`config.mk`:
```
export PLATFORM = sky130hd
export DESIGN_NAME = mem_ctrl_flat
export DESIGN_NICKNAME = d
export VERILOG_FILES = /design/src/rtl/mem_ctrl_pkg.sv /design/src/rtl/mem_ctrl_if.sv /design/src/rtl/mem_ctrl_byte_seq.sv /design/src/rtl/mem_ctrl.sv /design/src/flat_wrapper.sv
export SDC_FILE = /design/constraint.sdc
export NUM_CORES = 1
export LEC_CHECK = 0
export ABC_AREA = 0
export CAP_MARGIN = 20
export CORE_MARGIN = 4
export CORE_UTILIZATION = 45
export DETAILED_ROUTE_END_ITERATION = 8
export PLACE_DENSITY = 0.69
export SETUP_SLACK_MARGIN = 0.02
export SLEW_MARGIN = 0
export SYNTH_ARGS = -nofsm -noshare
export SYNTH_HDL_FRONTEND = slang
export SYNTH_HIERARCHICAL = 1
export SYNTH_SLANG_ARGS = --single-unit
```
`constraint.sdc`:
```
create_clock -name clk -period 2.4 [get_ports clk]
set_input_delay 0.24 -clock clk [delete_from_list [all_inputs] [get_ports clk]]
set_output_delay 0.24 -clock clk [all_outputs]
set_load 0.02 [all_outputs]
```
`src/rtl/mem_ctrl_pkg.sv`:
```
// mem_ctrl_pkg: shared constants, state and size encodings for the memory controller
package mem_ctrl_pkg;
  localparam logic TRUE = 1'b1;
  localparam logic FALSE = 1'b0;
  localparam int ADDR_WIDTH = 32;
  localparam int DATA_WIDTH = 32;
  localparam logic [DATA_WIDTH-1:0] ZERO_DATA = '0;
  localparam logic [2:0] SIZE_B = 3'd1;
  localparam logic [2:0] SIZE_H = 3'd2;
  localparam logic [2:0] SIZE_W = 3'd4;
  typedef enum logic [1:0] {IDLE, FETCH, LOAD, STORE} state_t;
  function automatic logic size_ok(input logic [2:0] s);
    return s == SIZE_B || s == SIZE_H || s == SIZE_W;
  endfunction
endpackage

```
`src/rtl/mem_ctrl_if.sv`:
```
// mem_ctrl_if: fetcher, LSB, RAM and ROB signals seen by the memory controller
interface mem_ctrl_if import mem_ctrl_pkg::*; #(
  parameter int ADDR_W = ADDR_WIDTH,
  parameter int DATA_W = DATA_WIDTH
) ();
  logic              in_fetcher_ce;
  logic [ADDR_W-1:0] in_fetcher_pc;
  logic              out_fetcher_ce;
  logic [DATA_W-1:0] out_fetcher_instr;
  logic              in_lsb_ce;
  logic              in_lsb_wr;
  logic [ADDR_W-1:0] in_lsb_addr;
  logic [2:0]        in_lsb_size;
  logic [DATA_W-1:0] in_lsb_data;
  logic              out_lsb_ce;
  logic [DATA_W-1:0] out_lsb_data;
  logic [7:0]        in_ram_data;
  logic [7:0]        out_ram_data;
  logic [ADDR_W-1:0] out_ram_addr;
  logic              out_ram_wr;
  logic              in_rob_misbranch;
  modport slave (
    input  in_fetcher_ce, in_fetcher_pc, in_lsb_ce, in_lsb_wr, in_lsb_addr, in_lsb_size,
           in_lsb_data, in_ram_data, in_rob_misbranch,
    output out_fetcher_ce, out_fetcher_instr, out_lsb_ce, out_lsb_data,
           out_ram_data, out_ram_addr, out_ram_wr
  );
  modport master (
    output in_fetcher_ce, in_fetcher_pc, in_lsb_ce, in_lsb_wr, in_lsb_addr, in_lsb_size,
           in_lsb_data, in_ram_data, in_rob_misbranch,
    input  out_fetcher_ce, out_fetcher_instr, out_lsb_ce, out_lsb_data,
           out_ram_data, out_ram_addr, out_ram_wr
  );
endinterface

```
`src/rtl/mem_ctrl_byte_seq.sv`:
```
// mem_byte_seq: issues one RAM byte cycle per edge and strobes each read byte two edges later
module mem_byte_seq #(
  parameter int ADDR_W = 32,
  parameter int DATA_W = 32
) (
  input  logic              clk,
  input  logic              rst,
  input  logic              en,
  input  logic              start,
  input  logic              abort,
  input  logic [ADDR_W-1:0] base,
  input  logic [2:0]        len,
  input  logic              wr,
  input  logic [DATA_W-1:0] wdata,
  output logic [ADDR_W-1:0] ram_addr,
  output logic [7:0]        ram_data,
  output logic              ram_wr,
  output logic              cap,
  output logic [1:0]        cap_idx,
  output logic              done
);
  logic active, wr_q, last, p_v, cap_l;
  logic [2:0] idx, len_q;
  logic [1:0] p_i;
  logic [DATA_W-1:0] wd;
  assign done = (ram_wr & last) | (cap & cap_l);
  // address/write issue plus a two-stage tag pipeline matching the RAM read latency
  always_ff @(posedge clk)
    if (rst) begin
      active <= 1'b0;
      wr_q <= 1'b0;
      last <= 1'b0;
      p_v <= 1'b0;
      p_i <= '0;
      cap <= 1'b0;
      cap_l <= 1'b0;
      cap_idx <= '0;
      idx <= '0;
      len_q <= '0;
      wd <= '0;
      ram_addr <= '0;
      ram_data <= '0;
      ram_wr <= 1'b0;
    end else if (en) begin
      cap <= p_v & ~abort;
      cap_idx <= p_i;
      cap_l <= last;
      if (abort) begin
        active <= 1'b0;
        ram_wr <= 1'b0;
        p_v <= 1'b0;
      end else if (start) begin
        active <= len > 3'd1;
        idx <= 3'd1;
        len_q <= len;
        wr_q <= wr;
        wd <= wdata;
        ram_addr <= base;
        ram_data <= wdata[7:0];
        ram_wr <= wr;
        last <= len == 3'd1;
        p_v <= ~wr;
        p_i <= 2'd0;
      end else if (active) begin
        active <= idx + 3'd1 < len_q;
        idx <= idx + 3'd1;
        ram_addr <= ram_addr + 1'b1;
        ram_data <= wd[{idx[1:0], 3'b000} +: 8];
        ram_wr <= wr_q;
        last <= idx + 3'd1 == len_q;
        p_v <= ~wr_q;
        p_i <= idx[1:0];
      end else begin
        ram_wr <= 1'b0;
        p_v <= 1'b0;
      end
    end
endmodule

```
`src/rtl/mem_ctrl.sv`:
```
// mem_ctrl: arbitrates fetch and LSB requests onto the byte-wide RAM port and flushes on misbranch
module mem_ctrl import mem_ctrl_pkg::*; #(
  parameter int ADDR_W = ADDR_WIDTH,
  parameter int DATA_W = DATA_WIDTH
) (
  input logic clk,
  input logic rst,
  input logic rdy,
  mem_ctrl_if.slave bus
);
  state_t state;
  logic pf, pl, pl_wr, go, go_l, l_any, f_any, l_wr, abort, cap, done;
  logic [ADDR_W-1:0] pf_pc, pl_addr, l_addr, f_pc, s_base;
  logic [2:0] pl_size, l_size, s_len;
  logic [DATA_W-1:0] pl_data, l_data, acc, word;
  logic [1:0] cap_idx;
  // a request pulse is served in the same edge it arrives, so look through the pending slots
  always_comb begin
    l_any = pl | bus.in_lsb_ce;
    f_any = pf | bus.in_fetcher_ce;
    l_wr = bus.in_lsb_ce ? bus.in_lsb_wr : pl_wr;
    l_addr = bus.in_lsb_ce ? bus.in_lsb_addr : pl_addr;
    l_size = bus.in_lsb_ce ? bus.in_lsb_size : pl_size;
    l_data = bus.in_lsb_ce ? bus.in_lsb_data : pl_data;
    f_pc = bus.in_fetcher_ce ? bus.in_fetcher_pc : pf_pc;
    go = state == IDLE && !bus.in_rob_misbranch && (l_any || f_any);
    go_l = go && l_any;
    s_base = go_l ? l_addr : f_pc;
    s_len = go_l ? l_size : SIZE_W;
    abort = bus.in_rob_misbranch && (state == FETCH || state == LOAD);
    word = acc;
    word[{cap_idx, 3'b000} +: 8] = bus.in_ram_data;
  end
  mem_byte_seq #(.ADDR_W(ADDR_W), .DATA_W(DATA_W)) u_seq (
    .clk(clk),
    .rst(rst),
    .en(rdy),
    .start(go),
    .abort(abort),
    .base(s_base),
    .len(s_len),
    .wr(go_l & l_wr),
    .wdata(l_data),
    .ram_addr(bus.out_ram_addr),
    .ram_data(bus.out_ram_data),
    .ram_wr(bus.out_ram_wr),
    .cap(cap),
    .cap_idx(cap_idx),
    .done(done)
  );
  // pending slots, arbitration FSM and acks; misbranch overrides everything except stores
  always_ff @(posedge clk)
    if (rst) begin
      state <= IDLE;
      pf <= FALSE;
      pl <= FALSE;
      pl_wr <= FALSE;
      pf_pc <= '0;
      pl_addr <= '0;
      pl_size <= '0;
      pl_data <= '0;
      acc <= '0;
      bus.out_fetcher_ce <= FALSE;
      bus.out_fetcher_instr <= '0;
      bus.out_lsb_ce <= FALSE;
      bus.out_lsb_data <= '0;
    end else if (rdy) begin
      bus.out_fetcher_ce <= FALSE;
      bus.out_lsb_ce <= FALSE;
      if (cap) acc[{cap_idx, 3'b000} +: 8] <= bus.in_ram_data;
      if (bus.in_fetcher_ce) begin
        pf <= TRUE;
        pf_pc <= bus.in_fetcher_pc;
      end
      if (bus.in_lsb_ce) begin
        pl <= TRUE;
        pl_wr <= bus.in_lsb_wr;
        pl_addr <= bus.in_lsb_addr;
        pl_size <= bus.in_lsb_size;
        pl_data <= bus.in_lsb_data;
      end
      case (state)
        IDLE: if (go) begin
          acc <= '0;
          state <= !go_l ? FETCH : l_wr ? STORE : LOAD;
          if (go_l) pl <= FALSE;
          else pf <= FALSE;
        end
        FETCH: if (done) begin
          bus.out_fetcher_ce <= TRUE;
          bus.out_fetcher_instr <= word;
          state <= IDLE;
        end
        LOAD: if (done) begin
          bus.out_lsb_ce <= TRUE;
          bus.out_lsb_data <= word;
          state <= IDLE;
        end
        default: if (done) begin
          bus.out_lsb_ce <= TRUE;
          state <= IDLE;
        end
      endcase
      if (bus.in_rob_misbranch) begin
        pf <= bus.in_fetcher_ce;
        if (!l_wr) pl <= FALSE;
        if (abort) begin
          state <= IDLE;
          bus.out_fetcher_ce <= FALSE;
          bus.out_lsb_ce <= FALSE;
        end
      end
    end
  a_size: assert property (@(posedge clk) disable iff (rst) bus.in_lsb_ce |-> size_ok(bus.in_lsb_size))
    else $error("illegal in_lsb_size %0d", bus.in_lsb_size);
  a_data_w: assert property (@(posedge clk) DATA_W == DATA_WIDTH && ZERO_DATA == '0);
endmodule

```
`src/flat_wrapper.sv`:
```
// flat-port wrapper written by rule: the top's interface ports become plain ports
module mem_ctrl_flat import mem_ctrl_pkg::*;
#(
  parameter int ADDR_W = ADDR_WIDTH,
  parameter int DATA_W = DATA_WIDTH
)
  (clk, rst, rdy, bus_in_fetcher_ce, bus_in_fetcher_pc, bus_in_lsb_ce, bus_in_lsb_wr, bus_in_lsb_addr, bus_in_lsb_size, bus_in_lsb_data, bus_in_ram_data, bus_in_rob_misbranch, bus_out_fetcher_ce, bus_out_fetcher_instr, bus_out_lsb_ce, bus_out_lsb_data, bus_out_ram_data, bus_out_ram_addr, bus_out_ram_wr);
  mem_ctrl_if #(.ADDR_W(ADDR_W), .DATA_W(DATA_W)) bus_i ();
  input logic clk;
  input logic rst;
  input logic rdy;
  input wire logic [$bits(bus_i.in_fetcher_ce)-1:0] bus_in_fetcher_ce;
  input wire logic [$bits(bus_i.in_fetcher_pc)-1:0] bus_in_fetcher_pc;
  input wire logic [$bits(bus_i.in_lsb_ce)-1:0] bus_in_lsb_ce;
  input wire logic [$bits(bus_i.in_lsb_wr)-1:0] bus_in_lsb_wr;
  input wire logic [$bits(bus_i.in_lsb_addr)-1:0] bus_in_lsb_addr;
  input wire logic [$bits(bus_i.in_lsb_size)-1:0] bus_in_lsb_size;
  input wire logic [$bits(bus_i.in_lsb_data)-1:0] bus_in_lsb_data;
  input wire logic [$bits(bus_i.in_ram_data)-1:0] bus_in_ram_data;
  input wire logic [$bits(bus_i.in_rob_misbranch)-1:0] bus_in_rob_misbranch;
  output wire logic [$bits(bus_i.out_fetcher_ce)-1:0] bus_out_fetcher_ce;
  output wire logic [$bits(bus_i.out_fetcher_instr)-1:0] bus_out_fetcher_instr;
  output wire logic [$bits(bus_i.out_lsb_ce)-1:0] bus_out_lsb_ce;
  output wire logic [$bits(bus_i.out_lsb_data)-1:0] bus_out_lsb_data;
  output wire logic [$bits(bus_i.out_ram_data)-1:0] bus_out_ram_data;
  output wire logic [$bits(bus_i.out_ram_addr)-1:0] bus_out_ram_addr;
  output wire logic [$bits(bus_i.out_ram_wr)-1:0] bus_out_ram_wr;
  assign bus_i.in_fetcher_ce = bus_in_fetcher_ce;
  assign bus_i.in_fetcher_pc = bus_in_fetcher_pc;
  assign bus_i.in_lsb_ce = bus_in_lsb_ce;
  assign bus_i.in_lsb_wr = bus_in_lsb_wr;
  assign bus_i.in_lsb_addr = bus_in_lsb_addr;
  assign bus_i.in_lsb_size = bus_in_lsb_size;
  assign bus_i.in_lsb_data = bus_in_lsb_data;
  assign bus_i.in_ram_data = bus_in_ram_data;
  assign bus_i.in_rob_misbranch = bus_in_rob_misbranch;
  assign bus_out_fetcher_ce = bus_i.out_fetcher_ce;
  assign bus_out_fetcher_instr = bus_i.out_fetcher_instr;
  assign bus_out_lsb_ce = bus_i.out_lsb_ce;
  assign bus_out_lsb_data = bus_i.out_lsb_data;
  assign bus_out_ram_data = bus_i.out_ram_data;
  assign bus_out_ram_addr = bus_i.out_ram_addr;
  assign bus_out_ram_wr = bus_i.out_ram_wr;
  mem_ctrl #(.ADDR_W(ADDR_W), .DATA_W(DATA_W)) u_core (.clk(clk), .rst(rst), .rdy(rdy), .bus(bus_i));
endmodule
```
## After elaboration in Yosys (flattened, before gate mapping)

Index checks and enable logic that the tools add are counted.

- Logic and storage cells: 118
- Flip-flop bits (word level): 291

- Equal/unequal tests: 4
- Mux-type cells: 55
- Magnitude comparators: 2
- Reductions and logical operators: 14
- Add/subtract/negate cells: 3
- Bitwise gates (word level): 10
- Shifts and indexed selects: 3

Operators by type and width:

| kind | number |
|---|---|
| 2-to-1 mux 32 bit | 9 |
| adder 32 x 1 -> 32 bit (second input constant) | 1 |
| bitwise mux 32 bit | 1 |
| variable shift 8 x 7 -> 32 bit (first input constant) | 1 |
| variable part select 32 x 6 -> 8 bit | 1 |
| variable part select 8 x 7 -> 32 bit | 1 |
| 2-to-1 mux 1 bit | 31 |
| 2-to-1 mux 2 bit | 8 |
| 2-to-1 mux 8 bit | 2 |
| 2-to-1 mux 3 bit | 4 |
| AND reduction 3 bit | 4 |
| negation 5 -> 7 bit | 1 |
| bitwise AND 1 bit | 4 |
| logical AND 1 bit | 4 |
| adder 3 x 1 -> 3 bit (second input constant) | 1 |
| equality test 3 x 1 -> 1 bit (second input constant) | 1 |
| equality test 3 bit | 1 |
| > comparator 3 x 1 -> 1 bit (second input constant) | 1 |
| less-than comparator 3 bit | 1 |
| inverter 1 bit | 3 |
| bitwise OR 1 bit | 3 |
| equality test 2 x 1 -> 1 bit (second input constant) | 1 |
| equality test 2 bit (second input constant) | 1 |
| logical NOT 2 bit | 1 |
| other kinds (4) | 5 |

## Logic depth before layout (Yosys ltp)

Gate-level depths: netlist of the first run.

- Depth after elaboration: 9
- Gate-level depth with buffers: 11
- Gate-level depth less buffers: 10

## Modules after synthesis

The synthesis of the first run kept the hierarchy.

By module, submodules not included:

| module | cells an instance | area each (sq um) | times used |
|---|---|---|---|
| mem_ctrl | 970 | 8914.8 | 1 |
| mem_byte_seq | 570 | 4538.1 | 1 |

## Worst setup path after synthesis of the first run

OpenSTA, ideal clock, no wires.

- Path kind: register -> register
- Start point: reg u_core.state[1]
- End point: reg u_core.u_seq.ram_addr[24]
- Path slack: 331 ps
- Period minus slack after synthesis: 2069 ps
- Setup time: 88 ps
- Path buffers: 1
- Cell stages (with the launch flop): 11
- Required time: 2312 ps
- Arrival time: 1981 ps
- Cell sequence: dfxtp_1 > inv_1 > ha_1 > nand2b_1 > nor2_1 > buf_2 > mux2i_1 > nand2_1 > o21ai_0 > a22oi_1 > a311oi_2

- Word-level cells in the longest chain between the ends: 6

Ends and longest elaborated chain:

| element | RTL line | source |
|---|---|---|
| start, declared | mem_ctrl.sv:11 | `state_t state;` |
| start signal, assigned | mem_ctrl.sv:85 | `state <= !go_l ? FETCH : l_wr ? STORE : LOAD;` |
| logical NOT 2 bit | mem_ctrl.sv:26 | `go = state == IDLE && !bus.in_rob_misbranch && (l_any \|\| f_any);` |
| logical AND 1 bit (2 in a row) | mem_ctrl.sv:26 |  |
| logical AND 1 bit | mem_ctrl.sv:27 | `go_l = go && l_any;` |
| 2-to-1 mux 32 bit | mem_ctrl.sv:28 | `s_base = go_l ? l_addr : f_pc;` |
| net u_core.s_base[24] | mem_ctrl.sv:13 | `logic [ADDR_W-1:0] pf_pc, pl_addr, l_addr, f_pc, s_base;` |
| 2-to-1 mux 32 bit | mem_ctrl_byte_seq.sv:52 | `end else if (start) begin` |
| end signal, assigned | mem_ctrl_byte_seq.sv:58 | `ram_addr <= base;` |
| end signal, assigned | mem_ctrl_byte_seq.sv:67 | `ram_addr <= ram_addr + 1'b1;` |
| end, declared | mem_ctrl_byte_seq.sv:15 | `output logic [ADDR_W-1:0] ram_addr,` |

The timed path passes the listed nets, and every way through them passes these cells.
A chain may end at the register's enable or synchronous reset.

## Worst setup path in the final report of the first run

- Start point: reg u_core.state[0]
- End point: reg u_core.u_seq.ram_addr[20]

RTL lines:

| element | RTL line | source |
|---|---|---|
| equality test 2 x 1 -> 1 bit or equality test 2 bit (tied branches) | mem_ctrl.sv:30 | `abort = bus.in_rob_misbranch && (state == FETCH \|\| state == LOAD);` |
| logical OR 1 bit (*) | mem_ctrl.sv:30 |  |
| logical AND 1 bit (*) | mem_ctrl.sv:30 |  |
| net u_core.abort | mem_ctrl.sv:12 | `logic pf, pl, pl_wr, go, go_l, l_any, f_any, l_wr, abort, cap, done;` |
| inverter 1 bit (no source line) (*) | -- |  |
| AND reduction 3 bit (no source line) (*) | -- |  |

The timed path passes the listed nets; every way through them passes the cells marked *.

==> metrics.csv, run 1 <==
stage;metric;value;unit
route;post_drt_wl_per_cell;18.0;um
yosys;warning_count_from_the_yosys_run;6;
finish;sequential_cell_area;5830;sq um
job;cap_violations;0;
clock_network;tritoncts_buffer_count;31;
setup_path;timing.rr.start;u_core/state[0]$_SDFFE_PP0P_;
finish;fillers;2597;
route;drcViolationCount;0;
yosys;post_synth_inst_count;1540;
setup_path;worstPathCellList;inv_1 > ha_1 > nand2_1 > inv_1 > nand2b_1 > nor2_4 > buf_4 > a211oi_1 > nor4_1;
run_status;result_of_the_run;finished, final reports clean;
sta;relSlewSlack;54.6;%
grt;grt_pass1_vias;11000;
yosys;postSynth.asyncResetShare;0;%
grt;grt_overflow;0;
setup_path;timing.critical_path.from_type;register;
route;drt_iter0_drc;890;
sta;final-hold-violation-count;0;
finish;multi_input_area;7120;sq um
yosys;syn_nets;1667;
placement;final_wtd_congestion;0.887;
yosys;post_synth_instance_area;13500;sq um
floorplan;floorplan.initialDensity;45.5;%
setup_path;critical_path_required;2860;ps
min_path;hold_depth;2;
floorplan;core_area;29600;sq um
sta;setup_viol_count_final;0;
min_path;worstHoldPathType;input port to register;
clock_network;post_cts_hold_buffer_count;0;
power;static-leakage-power;0.00632;uW
grt;initial_antenna_violation_count;0;
power;max-vdd-ir-drop;0.617;mV
sta;slew_violations;0;
route;postRouteAntennaNets;0;
route;drtPass1Iterations;8;
min_path;min_from;rst;
setup_path;critical_path.slowest_cell;dfxtp_1;
setup_path;timing.critical_path.max_delay_family;simple AND/OR/NAND/NOR gates;
clock_network;maximum_level_of_the_cts_h_tree;1;
setup_path;worstPathBufferInverterCount;3;
sta;fin_crit_sh;91.9;%
sta;timing.setup.tns;0;ps
sta;rsz_0062_raised_after_global_routing;true;
clock_network;clk_root_buffer_cell;clkbuf_16;
finish;diodes;0;
yosys;yosysUniqueCellTypes;70;
yosys;postSynthAreaPerCell;8.74;sq um
route;route.vias.total;12000;
clock_network;post_cts.resized_instances;0;
placement;detailed_place_hpwl;26.9;mm
route;routed_via_density;5.57;
clock_network;cts.repair_timing.setup_buffer_count;0;
yosys;dominantRegCellSynth;dfxtp_1;
setup_path;cp_common_cell;inv_1;
yosys;number_of_enable_flip_flop_cells_after_synthesis;0;
floorplan;fp.dieH;181;um
sta;fmax;0.453;GHz
floorplan;die_w;181;um
setup_path;rr_worst_depth;9;
grt;track_usage;22.0;%
setup_path;critical_path.endpoint_type;register;
setup_path;criticalPathCategory;register to register;
floorplan;placementRows;63;
grt;pin_count_of_the_biggest_net_entering_global_routing;101;
clock_network;cts_tree;built;
sta;tightest_slew;675;ps
finish;area_growth_syn_to_layout;28.7;%
sta;layout_min_cycle_time;2210;ps
setup_path;critical_path.reg2reg.endpoint;u_core/u_seq/ram_addr[20]$_SDFFE_PP0P_;
clock_network;cts_buffer_depth;3;
floorplan;die_area;32700;sq um
clock_network;insertion_delay_of_the_later_clocked_pin_in_the_worst_skew_pair;560;ps
power;power_density;679;nW/um^2
yosys;yosys_register_bits;291;
clock_network;clkSinkCount;291;
placement;port_buffers;220;
finish;final_nets;1859;
setup_path;critical_path.max_stage_delay;360;ps
sta;fin_worst_hold_slack;104;ps
setup_path;critical_path.max_fanout;9;
route;routed_wirelength;38.5;mm
setup_path;critPathArrivalTime;2660;ps
yosys;synth_sequential_area_ratio;43.3;%
finish;share_of_post_route_cells_with_drive_strength_above_1;10.6;%
grt;grt_pass1_wl;60.4;mm
min_path;min_to;u_core/u_seq/ram_addr[30]$_SDFFE_PP0P_;
sta;finClkSkew;13.6;ps
clock_network;clk_pin_slew_worst_paths;60;ps
floorplan;io-pin-count;221;
setup_path;worst_case_register_to_register_setup_slack;190;ps
==> worst reg2reg max path, delay by kind of cell, from the launching register on <==
family                   cells  cell delay [ps]
AO/OA/AOI/OAI                1               50
adder cells (fa/ha/maj)      1              290
buffers and inverters        3              420
flip-flops                   1              360
AND/OR/NAND/NOR              4              990
==> power by group <==
part	leakage [uW]	switching, uW	internal (uW)
Combinational	0.00343	888	725
Sequential	0.00236	151	5010
Clock	0.000529	1960	3020
Total	0.00632	3000	8750
==> layer usage <==
| metal | wire length, um | GRT usage (%) | vias to the layer above |
|---|---|---|---|
| met2 | 17600 | 34.4 | 365 |
| met5 | 0 | 0 | - |
| met3 | 2400 | 3.46 | 51 |
| li1 | - | - | 5853 |
| met4 | 730 | 5.14 | 0 |
| met1 | 17800 | 32.1 | 5684 |
==> cells by family after synthesis <==
group,after synthesis,share of synthesized area [%]
multiplexers,181,14.5
buffers and inverters,133,4.16
AO/OA/AOI/OAI,364,17.7
adder cells (fa/ha/maj),13,1.21
XOR/XNOR,2,0.130
flip-flops,291,43.3
AND/OR/NAND/NOR,556,19.0
==> worst max-delay path by stage <==
stage	startpoint	end	slack (ps)	depth (start not counted)
2_1_floorplan	u_core/state[1]$_SDFFE_PP0P_	u_core/u_seq/ram_addr[24]$_SDFFE_PP0P_	330	10
3_3_place_gp	bus_in_rob_misbranch	u_core/u_seq/ram_addr[24]$_SDFFE_PP0P_	20	9
3_5_place_dp	bus_in_rob_misbranch	u_core/u_seq/ram_addr[9]$_SDFFE_PP0P_	0.8	9
4_1_cts	u_core/state[0]$_SDFFE_PP0P_	u_core/u_seq/idx[0]$_SDFFE_PP0P_	170	9
5_1_grt	u_core/state[0]$_SDFFE_PP0P_	u_core/u_seq/ram_addr[16]$_SDFFE_PP0P_	-20	9
6_report	u_core/state[0]$_SDFFE_PP0P_	u_core/u_seq/ram_addr[20]$_SDFFE_PP0P_	190	9
==> area by class of cell <==
| cell class | instances | share of cell area [%] |
|---|---|---|
| well taps | 390 | 2.82 |
| multi-input cells | 1116 | 41.1 |
| flip-flops and latches | 291 | 33.7 |
| clock buffers | 46 | 5.44 |
| inverters | 13 | 0.282 |
| clock inverters | 10 | 0.774 |
| repair buffers | 279 | 15.9 |
==> registers in the layout, summed over array words and instances, names as in the netlist, 2 cells and up <==
| name | cells |
|---|---|
| u_core/acc | 32 |
| u_core/bus.out_fetcher_instr | 32 |
| u_core/bus.out_lsb_data | 32 |
| u_core/pf_pc | 32 |
| u_core/pl_addr | 32 |
| u_core/pl_data | 32 |
| u_core/pl_size | 3 |
| u_core/state | 2 |
| u_core/u_seq/cap_idx | 2 |
| u_core/u_seq/idx | 3 |
| u_core/u_seq/len_q | 3 |
| u_core/u_seq/p_i | 2 |
| u_core/u_seq/ram_addr | 32 |
| u_core/u_seq/ram_data | 8 |
| u_core/u_seq/wd | 32 |
==> through the flow <==
stage	setup slack (ps)	util (%)	power, uW	instances	cell area [sq um]
after detailed placement	0.804	54.8	6850	2089	16200
after CTS	165	58.5	11800	2145	17300
final	194	58.6	11700	2145	17300
after floorplan	331	-	6150	1540	13500
after global placement	20.4	54.8	6830	2089	16200
after global routing	-23.7	58.6	12200	2145	17300
==> synthesized netlist by cell type, types with 3 or more instances <==
master / n / area, sq um
nor4_1: 5 / 31.3
a31oi_1: 16 / 100
and3_1: 10 / 62.6
mux2i_1: 141 / 1410
o21ai_1: 3 / 15.0
mux4_2: 8 / 180
a21o_1: 7 / 52.6
nor2b_1: 31 / 194
buf_2: 27 / 135
nor4_4: 3 / 63.8
nand3b_1: 4 / 30.0
o31ai_1: 4 / 30.0
and2_1: 8 / 50.1
a32oi_1: 9 / 78.8
nand2_1: 259 / 972
o2bb2ai_1: 24 / 210
mux2_2: 32 / 360
a22o_1: 5 / 43.8
nor3_1: 7 / 35.0
ha_1: 13 / 163
buf_6: 3 / 33.8
nand3_1: 26 / 130
nand4_1: 12 / 75.1
o21ai_0: 19 / 95.1
nand2b_1: 10 / 62.6
a211oi_1: 83 / 623
a22oi_1: 13 / 97.6
o22ai_1: 5 / 31.3
nor2_1: 154 / 578
a21oi_1: 150 / 751
o41ai_1: 3 / 26.3
dfxtp_1: 291 / 5830
a41oi_1: 8 / 70.1
buf_1: 14 / 52.6
and4_1: 3 / 26.3
clkbuf_1: 75 / 282
inv_1: 13 / 48.8
==> placed cells by master (no fill, tap or decap), types with 4 or more instances in the layout <==
master           Yosys  final
o22ai_1              5      5
and3_1              10      8
clkbuf_1            75      4
nor2_1             154    150
a32oi_1              9      9
clkinv_2             0      4
mux2i_1            141    139
nor3_1               7      7
a22o_1               5      5
buf_12               0      9
dfxtp_1            291    291
o21ai_0             19     19
o31ai_1              4      4
nand3_1             26     26
nand3b_1             4      4
ha_1                13     13
mux2_2              32     32
a21o_1               7      7
nor2b_1             31     30
a22oi_1             13     13
nor4_1               5      4
clkbuf_8             0     12
o2bb2ai_1           24     24
clkdlybuf4s50_1      0    216
a21oi_1            150    150
clkbuf_16            0     31
nand2b_1            10     10
inv_1               13     13
nand2_1            259    259
buf_4                1     51
nor2_4               0      4
nand4_1             12     12
a41oi_1              8      8
mux4_2               8      8
and2_1               8      8
a31oi_1             16     16
a211oi_1            83     83
Power figures use the tool's default switching activity.
==> run 2: changes to the inputs <==
--- a/config.mk
+++ b/config.mk
@@ -15,5 +15,4 @@
 export SLEW_MARGIN = 0
 export SYNTH_ARGS = -nofsm -noshare
 export SYNTH_HDL_FRONTEND = slang
-export SYNTH_HIERARCHICAL = 1
 export SYNTH_SLANG_ARGS = --single-unit
==> run 2 against run 1 <==
  * Clock skew hardly changed
  * Clock power shrank 9.0%
  * Worst setup slack better by 54 ps
  * Combinational power decreased by 8%
  * Routed wire length decreased by 1.6%
  * Synthesized area is 3.3% lower
  * First-iteration DRC count up 2.7%
  * Sequential cell count stayed put
  * Power fell by 4.9%
  * Die area is 3.1% lower
  * Via count up 0.16%
  * Non-clock buffer count is 7 higher
  * Highest routed layer unchanged
==> metrics.csv, run 2 <==
stage;metric;value;unit;change
run_status;result_of_the_run;finished, final reports clean;;unchanged
yosys;synth_sequential_area_ratio;44.8;%;was 43.3%
clock_network;clkSinkCount;291;;unchanged
placement;area_post_placement;15800;sq um;was 16,200 sq um
sta;layout_min_cycle_time;2150;ps;was 2210 ps
yosys;dominantRegCellSynth;dfxtp_1;;unchanged
floorplan;die_area;31700;sq um;was 32,700 sq um
clock_network;maximum_level_of_the_cts_h_tree;1;;unchanged
yosys;synth_top_area_share;44.8;%;was 43.3%
yosys;postSynthAreaPerCell;8.53;sq um;was 8.74 sq um
power;static-leakage-power;0.00599;uW;was 0.00632 uW
sta;slew_violations;0;;unchanged
finish;final_nets;1846;;was 1,859
placement;number_of_cells_after_detailed_placement;2063;;was 2,089
floorplan;fp.dieH;178;um;was 181 um
yosys;synthAdderAreaFrac;1.25;%;was 1.21%
sta;relSlewSlack;57.3;%;was 54.6%
grt;track_usage;23.1;%;was 22.0%
clock_network;clk_root_buffer_cell;clkbuf_16;;unchanged
finish;post_layout_nonfiller_instances;2116;;was 2,145
finish;layout.cell_area.non_filler;16800;sq um;was 17,300 sq um
route;route.vias.total;12000;;about the same
power;power_density;666;nW/um^2;was 679 nW/um^2
finish;layout.cells.most_common;dfxtp_1;;unchanged
yosys;number_of_enable_flip_flop_cells_after_synthesis;0;;unchanged
power;net-switching-power;2840;uW;was 3000 uW
placement;port_buffers;220;;unchanged
placement;final_wtd_congestion;0.870;;was 0.887
yosys;yosys_register_bits;291;;unchanged
sta;tightest_slew;636;ps;was 675 ps
sta;fin_crit_sh;89.6;%;was 91.9%
grt;grt_pass1_wl;60.4;mm;about the same
power;p_sw_share;25.4;%;was 25.5%
sta;timing.setup.tns;0;ps;unchanged
yosys;synth_top_family_by_area;compound AO/OA/AOI/OAI gates;;was simple AND/OR/NAND/NOR gates
clock_network;insertion_delay_of_the_later_clocked_pin_in_the_worst_skew_pair;550;ps;was 560 ps
power;max-vdd-ir-drop;0.488;mV;was 0.617 mV
placement;detailed_place_hpwl;26.6;mm;was 26.9 mm
yosys;warning_count_from_the_yosys_run;0;;was 6
grt;grt_overflow;0;;unchanged
yosys;synthMuxAreaShare;9.47;%;was 14.5%
yosys;post_synth_most_frequent_cells;291 x dfxtp_1, 227 x nor2_1, 171 x nand2_1, 169 x a211oi_1, 138 x a21oi_1;;was 291 x dfxtp_1, 259 x nand2_1, 154 x nor2_1, 150 x a21oi_1, 141 x mux2i_1
yosys;synth.top_cells.by_area;dfxtp_1 45%, a211oi_1 9.7%, mux2i_1 8.0%;;was dfxtp_1 43%, mux2i_1 10%, nand2_1 7.2%
yosys;yosysUniqueCellTypes;64;;was 70
yosys;postSynth.asyncResetShare;0;%;unchanged
route;drtPass1Iterations;6;;was 8
yosys;synth_most_common_cell;dfxtp_1;;unchanged
job;cap_violations;0;;unchanged
floorplan;die_w;178;um;was 181 um
clock_network;cts_tree;built;;unchanged
finish;final_core_utilization;59.5;%;was 58.6%
floorplan;floorplan.initialDensity;46.2;%;was 45.5%
yosys;syn_nets;1652;;was 1,667
floorplan;placementRows;61;;was 63
route;drcViolationCount;0;;unchanged
grt;grt_pass1_vias;11100;;was 11,000
clock_network;clk_pin_slew_worst_paths;60;ps;about the same
sta;final-hold-violation-count;0;;unchanged
setup_path;critical_path_required;2870;ps;was 2860 ps
yosys;area_share_of_xor_xnor_cells_in_the_synthesized_design;0.0673;%;was 0.130%
sta;setup_viol_count_final;0;;unchanged
route;drt_iter0_drc;914;;was 890
setup_path;critical_path.max_fanout;6;;was 9
setup_path;critical_path.endpoint_type;register;;unchanged
power;clock_power_share;40.5;%;was 42.4%
floorplan;core_area;28200;sq um;was 29,600 sq um
finish;share_of_post_route_cells_with_drive_strength_above_1;8.41;%;was 10.6%
grt;initial_antenna_violation_count;1;;was 0
grt;pin_count_of_the_biggest_net_entering_global_routing;83;;was 101
setup_path;critPathArrivalTime;2620;ps;was 2660 ps
power;internal-power;8330;uW;was 8750 uW
yosys;synth_compound_area_share;21.4;%;was 17.7%
sta;finClkSkew;13.4;ps;was 13.6 ps
setup_path;timing.critical_path.from_type;register;;unchanged
route;routed_via_density;5.66;;was 5.57
clock_network;tritoncts_buffer_count;31;;unchanged
sta;fmax;0.465;GHz;was 0.453 GHz
route;post_drt_wl_per_cell;17.9;um;was 18.0 um
power;power.share.combinational;13.3;%;was 13.7%
finish;area_growth_syn_to_layout;28.9;%;was 28.7%
clock_network;cts_buffer_depth;3;;unchanged
min_path;worstHoldPathType;input port to register;;unchanged
finish;mostFrequentLayoutCells;291 x dfxtp_1, 225 x nor2_1, 216 x clkdlybuf4s50_1, 171 x nand2_1, 169 x a211oi_1;;was 291 x dfxtp_1, 259 x nand2_1, 216 x clkdlybuf4s50_1, 150 x nor2_1, 150 x a21oi_1
yosys;post_synth_inst_count;1525;;was 1,540
floorplan;io-pin-count;221;;unchanged
yosys;post_synth_instance_area;13000;sq um;was 13,500 sq um
setup_path;criticalPathCategory;register to register;;unchanged
power;power.share.sequential;46.2;%;was 43.9%
route;postRouteAntennaNets;0;;unchanged
route;routed_wirelength;37.9;mm;was 38.5 mm
sta;rsz_0062_raised_after_global_routing;false;;was true
clock_network;post_cts.resized_instances;0;;unchanged
yosys;netlist.top_cell.by_area;dfxtp_1;;unchanged
yosys;synthSimpleGateAreaFrac;18.6;%;was 19.0%
run 2: changes by cell type after synthesis, moves of 10 or more:
cell,delta
nand2_1,-88
a211oi_1,+86
nor2_1,+73
mux2i_1,-37
mux2_2,-31
o2bb2ai_1,-24
o21ai_1,+18
nor3_1,+17
o22ai_1,+16
a21oi_1,-12
nand3_1,-11
clkbuf_1,+10
run 2: through the flow:
| stage | hold slack (ps) | power [uW] | worst slack, ps |
|---|---|---|---|
| final | 274 | 11200 | 249 |
| after global routing | 277 | 11600 | 59.6 |
| after CTS | 250 | 11300 | 266 |
| after detailed placement | 446 | 6730 | 168 |
| after global placement | 440 | 6710 | 246 |
| after floorplan | 376 | 6090 | 388 |
run 2: kinds of logic after synthesis:
kind of cell    count (synthesis)
fa+ha+maj                      13
xor+xnor                        1
buf+inv                       137
flops                         291
mux                           113
simple gates                  538
compound gates                432
run 2: what timing repair did:
item	CTS	global route
buffers inserted	0	0
hold buffers	1	0
hold endpoints to repair	1	0
run 2: per-layer routing:
metal	track usage [%]	share of wire (%)	vias to the layer above
li1	-	-	5866
met1	32.9	46	5621
met2	36.3	45	401
met3	3.58	6.4	84
met4	6.99	3.1	0
met5	0	0	-
run 2: final cells by class:
cell class                 instances  area, sq um
tap                              378          473
clock inverter                    10          100
timing repair buffer             286         2840
sequential                       291         5830
clock buffer                      41          843
multi-input combinational       1097         6640
antenna                            1         2.50
inverter                          12         45.0
fill                            2504        11400
run 2: worst paths after layout:
kind / startpoint / end / slack [ps] / cells past startpoint
hold / removal: bus_in_lsb_addr[1] / u_core.pl_addr[1]$_SDFFE_PP0P_ / 270 / 3
setup reg to reg: u_core.state[0]$_SDFFE_PP0P_ / u_core.u_seq.ram_addr[29]$_SDFFE_PP0P_ / 250 / 6
setup / recovery: u_core.state[0]$_SDFFE_PP0P_ / u_core.u_seq.ram_addr[29]$_SDFFE_PP0P_ / 250 / 6
hold reg to reg: u_core.pl_data[12]$_SDFFE_PP0P_ / u_core.pl_data[12]$_SDFFE_PP0P_ / 450 / 2
run 2: worst max-delay path, stage by stage (launching register included):
cell      delay [ps]
dfxtp_1          370
inv_1             80
ha_1             320
a21boi_2         300
o211ai_1         290
or4_1            540
a31oi_1          160
run 2: power by group through the flow:
stage / sequential [uW] / clock [uW] / combinational [uW]
2_1_floorplan: 5280 / 0 / 812
3_3_place_gp: 5260 / 0 / 1450
3_5_place_dp: 5260 / 0 / 1470
4_1_cts: 5160 / 4620 / 1480
5_1_grt: 5180 / 4830 / 1620
6_report: 5160 / 4530 / 1480
==> edit (flow settings as in run 1) <==
Set the package constant `ADDR_WIDTH` to 64 (it was 32).
--- a/src/rtl/mem_ctrl_pkg.sv
+++ b/src/rtl/mem_ctrl_pkg.sv
@@ -4,3 +4,3 @@
   localparam logic FALSE = 1'b0;
-  localparam int ADDR_WIDTH = 32;
+  localparam int ADDR_WIDTH = 64;
   localparam int DATA_WIDTH = 32;
Interface: changed (resized bus_in_fetcher_pc, bus_in_lsb_addr and bus_out_ram_addr); port bits go from 221 to 317. No check against the original RTL was run, so the function may have changed too.
==> edit against run 1 <==
Wire length is 68% higher. Worst hold slack worse by 14 ps. Critical endpoint is now u_core/u_seq/ram_addr[56]$_SDFFE_PP0P_. Power is 41% higher. Synthesized area is 42% higher. Worst setup slack worse by 160 ps. Highest routed layer is now met5. First-iteration DRC count is 74% higher. Design area is 47% higher. Sequential cell count is 96 higher.
==> edit: results (changes against run 1) <==
IO Port Bufs: 316 (+44%)
detailed router's first-iteration violation count: 1,550 (+74%)
layout cells sized above 1: 14.1% (+3.5 points)
Final nets: 2,833 (+52%)
clk_lat worst skew: 580 ps (+20 ps)
non-filler cells, final: 3,216 (+50%)
slew at the pin closest to its max-slew limit: 598 ps (-76.5 ps)
LEAKAGE: 9.38 nW (+48%)
Critical-path top delay cell: or4_4
Synth area leaders: dfxtp_1, mux2i_1, nand2_1
sequential area share after synthesis: 40.5% (-2.8 points)
Worst path max stage delay: 590 ps (+230 ps)
largest fanout on the critical path: 5 (-4)
drt pass-1 iters: 5 (-3)
initial antenna violation count: 4 (+4)
Worst Path Arrival: 2850 ps (+190 ps)
Post-synth top cells: nand2_1, dfxtp_1, mux2i_1
dpl hpwl: 45.9 mm (+71%)
Mapped Nets: 2,471 (+48%)
vias: 18,700 (+56%)
total CTS buffers: 43 (+39%)
Routability Congestion: 0.931 (+5.0%)
status: finished, final reports clean
final setup skew: 24.1 ps (+10.5 ps)
GRT Resource Usage Total: 26.9% (+4.9 points)
Placed Instances: 3,127 (+50%)
Setup Slack @ Placement: -164 ps (-165 ps)
largest net degree at the start of global routing: 109 (+7.9%)
Root Driver: clkbuf_16
cells after synthesis: 2,280 (+48%)
Synth cell types: 77 (+10%)
maximum vdd drop: 0.000565 V (-8.4%)
DP Area: 23,800 µm² (+47%)
## edit: final timing paths
check / startpoint / to / slack [ps] / cells past startpoint
max: u_core/u_seq/ram_addr[18]$_SDFFE_PP0P_ / u_core/u_seq/ram_addr[56]$_SDFFE_PP0P_ / 30 / 5
min: rst / u_core/u_seq/cap_idx[1]$_SDFFE_PP0P_ / 90 / 2
max reg2reg: u_core/u_seq/ram_addr[18]$_SDFFE_PP0P_ / u_core/u_seq/ram_addr[56]$_SDFFE_PP0P_ / 30 / 5
min reg2reg: u_core/pf_pc[8]$_SDFFE_PP0P_ / u_core/pf_pc[8]$_SDFFE_PP0P_ / 450 / 2
## edit: cell type report
cell class	count	area [µm²]
clock inverter	22	292
timing repair buffer	502	4790
fill	3712	16500
tap	539	674
inverter	16	60.1
sequential	387	7800
multi-input combinational	1692	10600
clock buffer	57	1240
antenna	1	2.50
## edit: logic make-up (layout without fill, tap and decap cells)
| logic type | Yosys count | after routing | share of synthesized area [%] |
|---|---|---|---|
| AO/OA/AOI/OAI | 539 | 540 | 17.9 |
| multiplexers | 281 | 281 | 15.5 |
| flip-flops | 387 | 387 | 40.5 |
| adder cells (fa/ha/maj) | 13 | 13 | 0.850 |
| other | 0 | 1 | 0 |
| buffers and inverters | 202 | 597 | 4.56 |
| XOR/XNOR | 1 | 1 | 0.0458 |
| AND/OR/NAND/NOR | 857 | 857 | 20.6 |
## edit: timing repair
action,CTS,global route
cloned,0,1
pin swaps,1,3
buffers inserted,3,5
resized for setup,1,16
setup endpoints to repair,4,40
endpoints found under the hold margin,0,0
## edit: stage by stage
stage	power, mW	TNS, ps
after floorplan	8.34	-88.8
after global placement	9.49	-321
after detailed placement	9.55	-1000
after CTS	16.7	0
after global routing	17.2	-26.0
final	16.6	0
## edit: layer usage
| layer | wire length [µm] | GRT usage (%) |
|---|---|---|
| met5 | 44 | 0 |
| met4 | 2140 | 9.81 |
| met3 | 3860 | 4.86 |
| met2 | 31700 | 46.5 |
| met1 | 27100 | 33.7 |
## edit: power groups by stage
stage | Sequential (mW) | Clock (mW) | Combinational, mW
6_report | 6.84 | 7.10 | 2.63
5_1_grt | 6.87 | 7.51 | 2.82
4_1_cts | 6.84 | 7.25 | 2.59
3_5_place_dp | 6.98 | 0 | 2.57
3_3_place_gp | 6.96 | 0 | 2.53
2_1_floorplan | 7.05 | 0 | 1.29
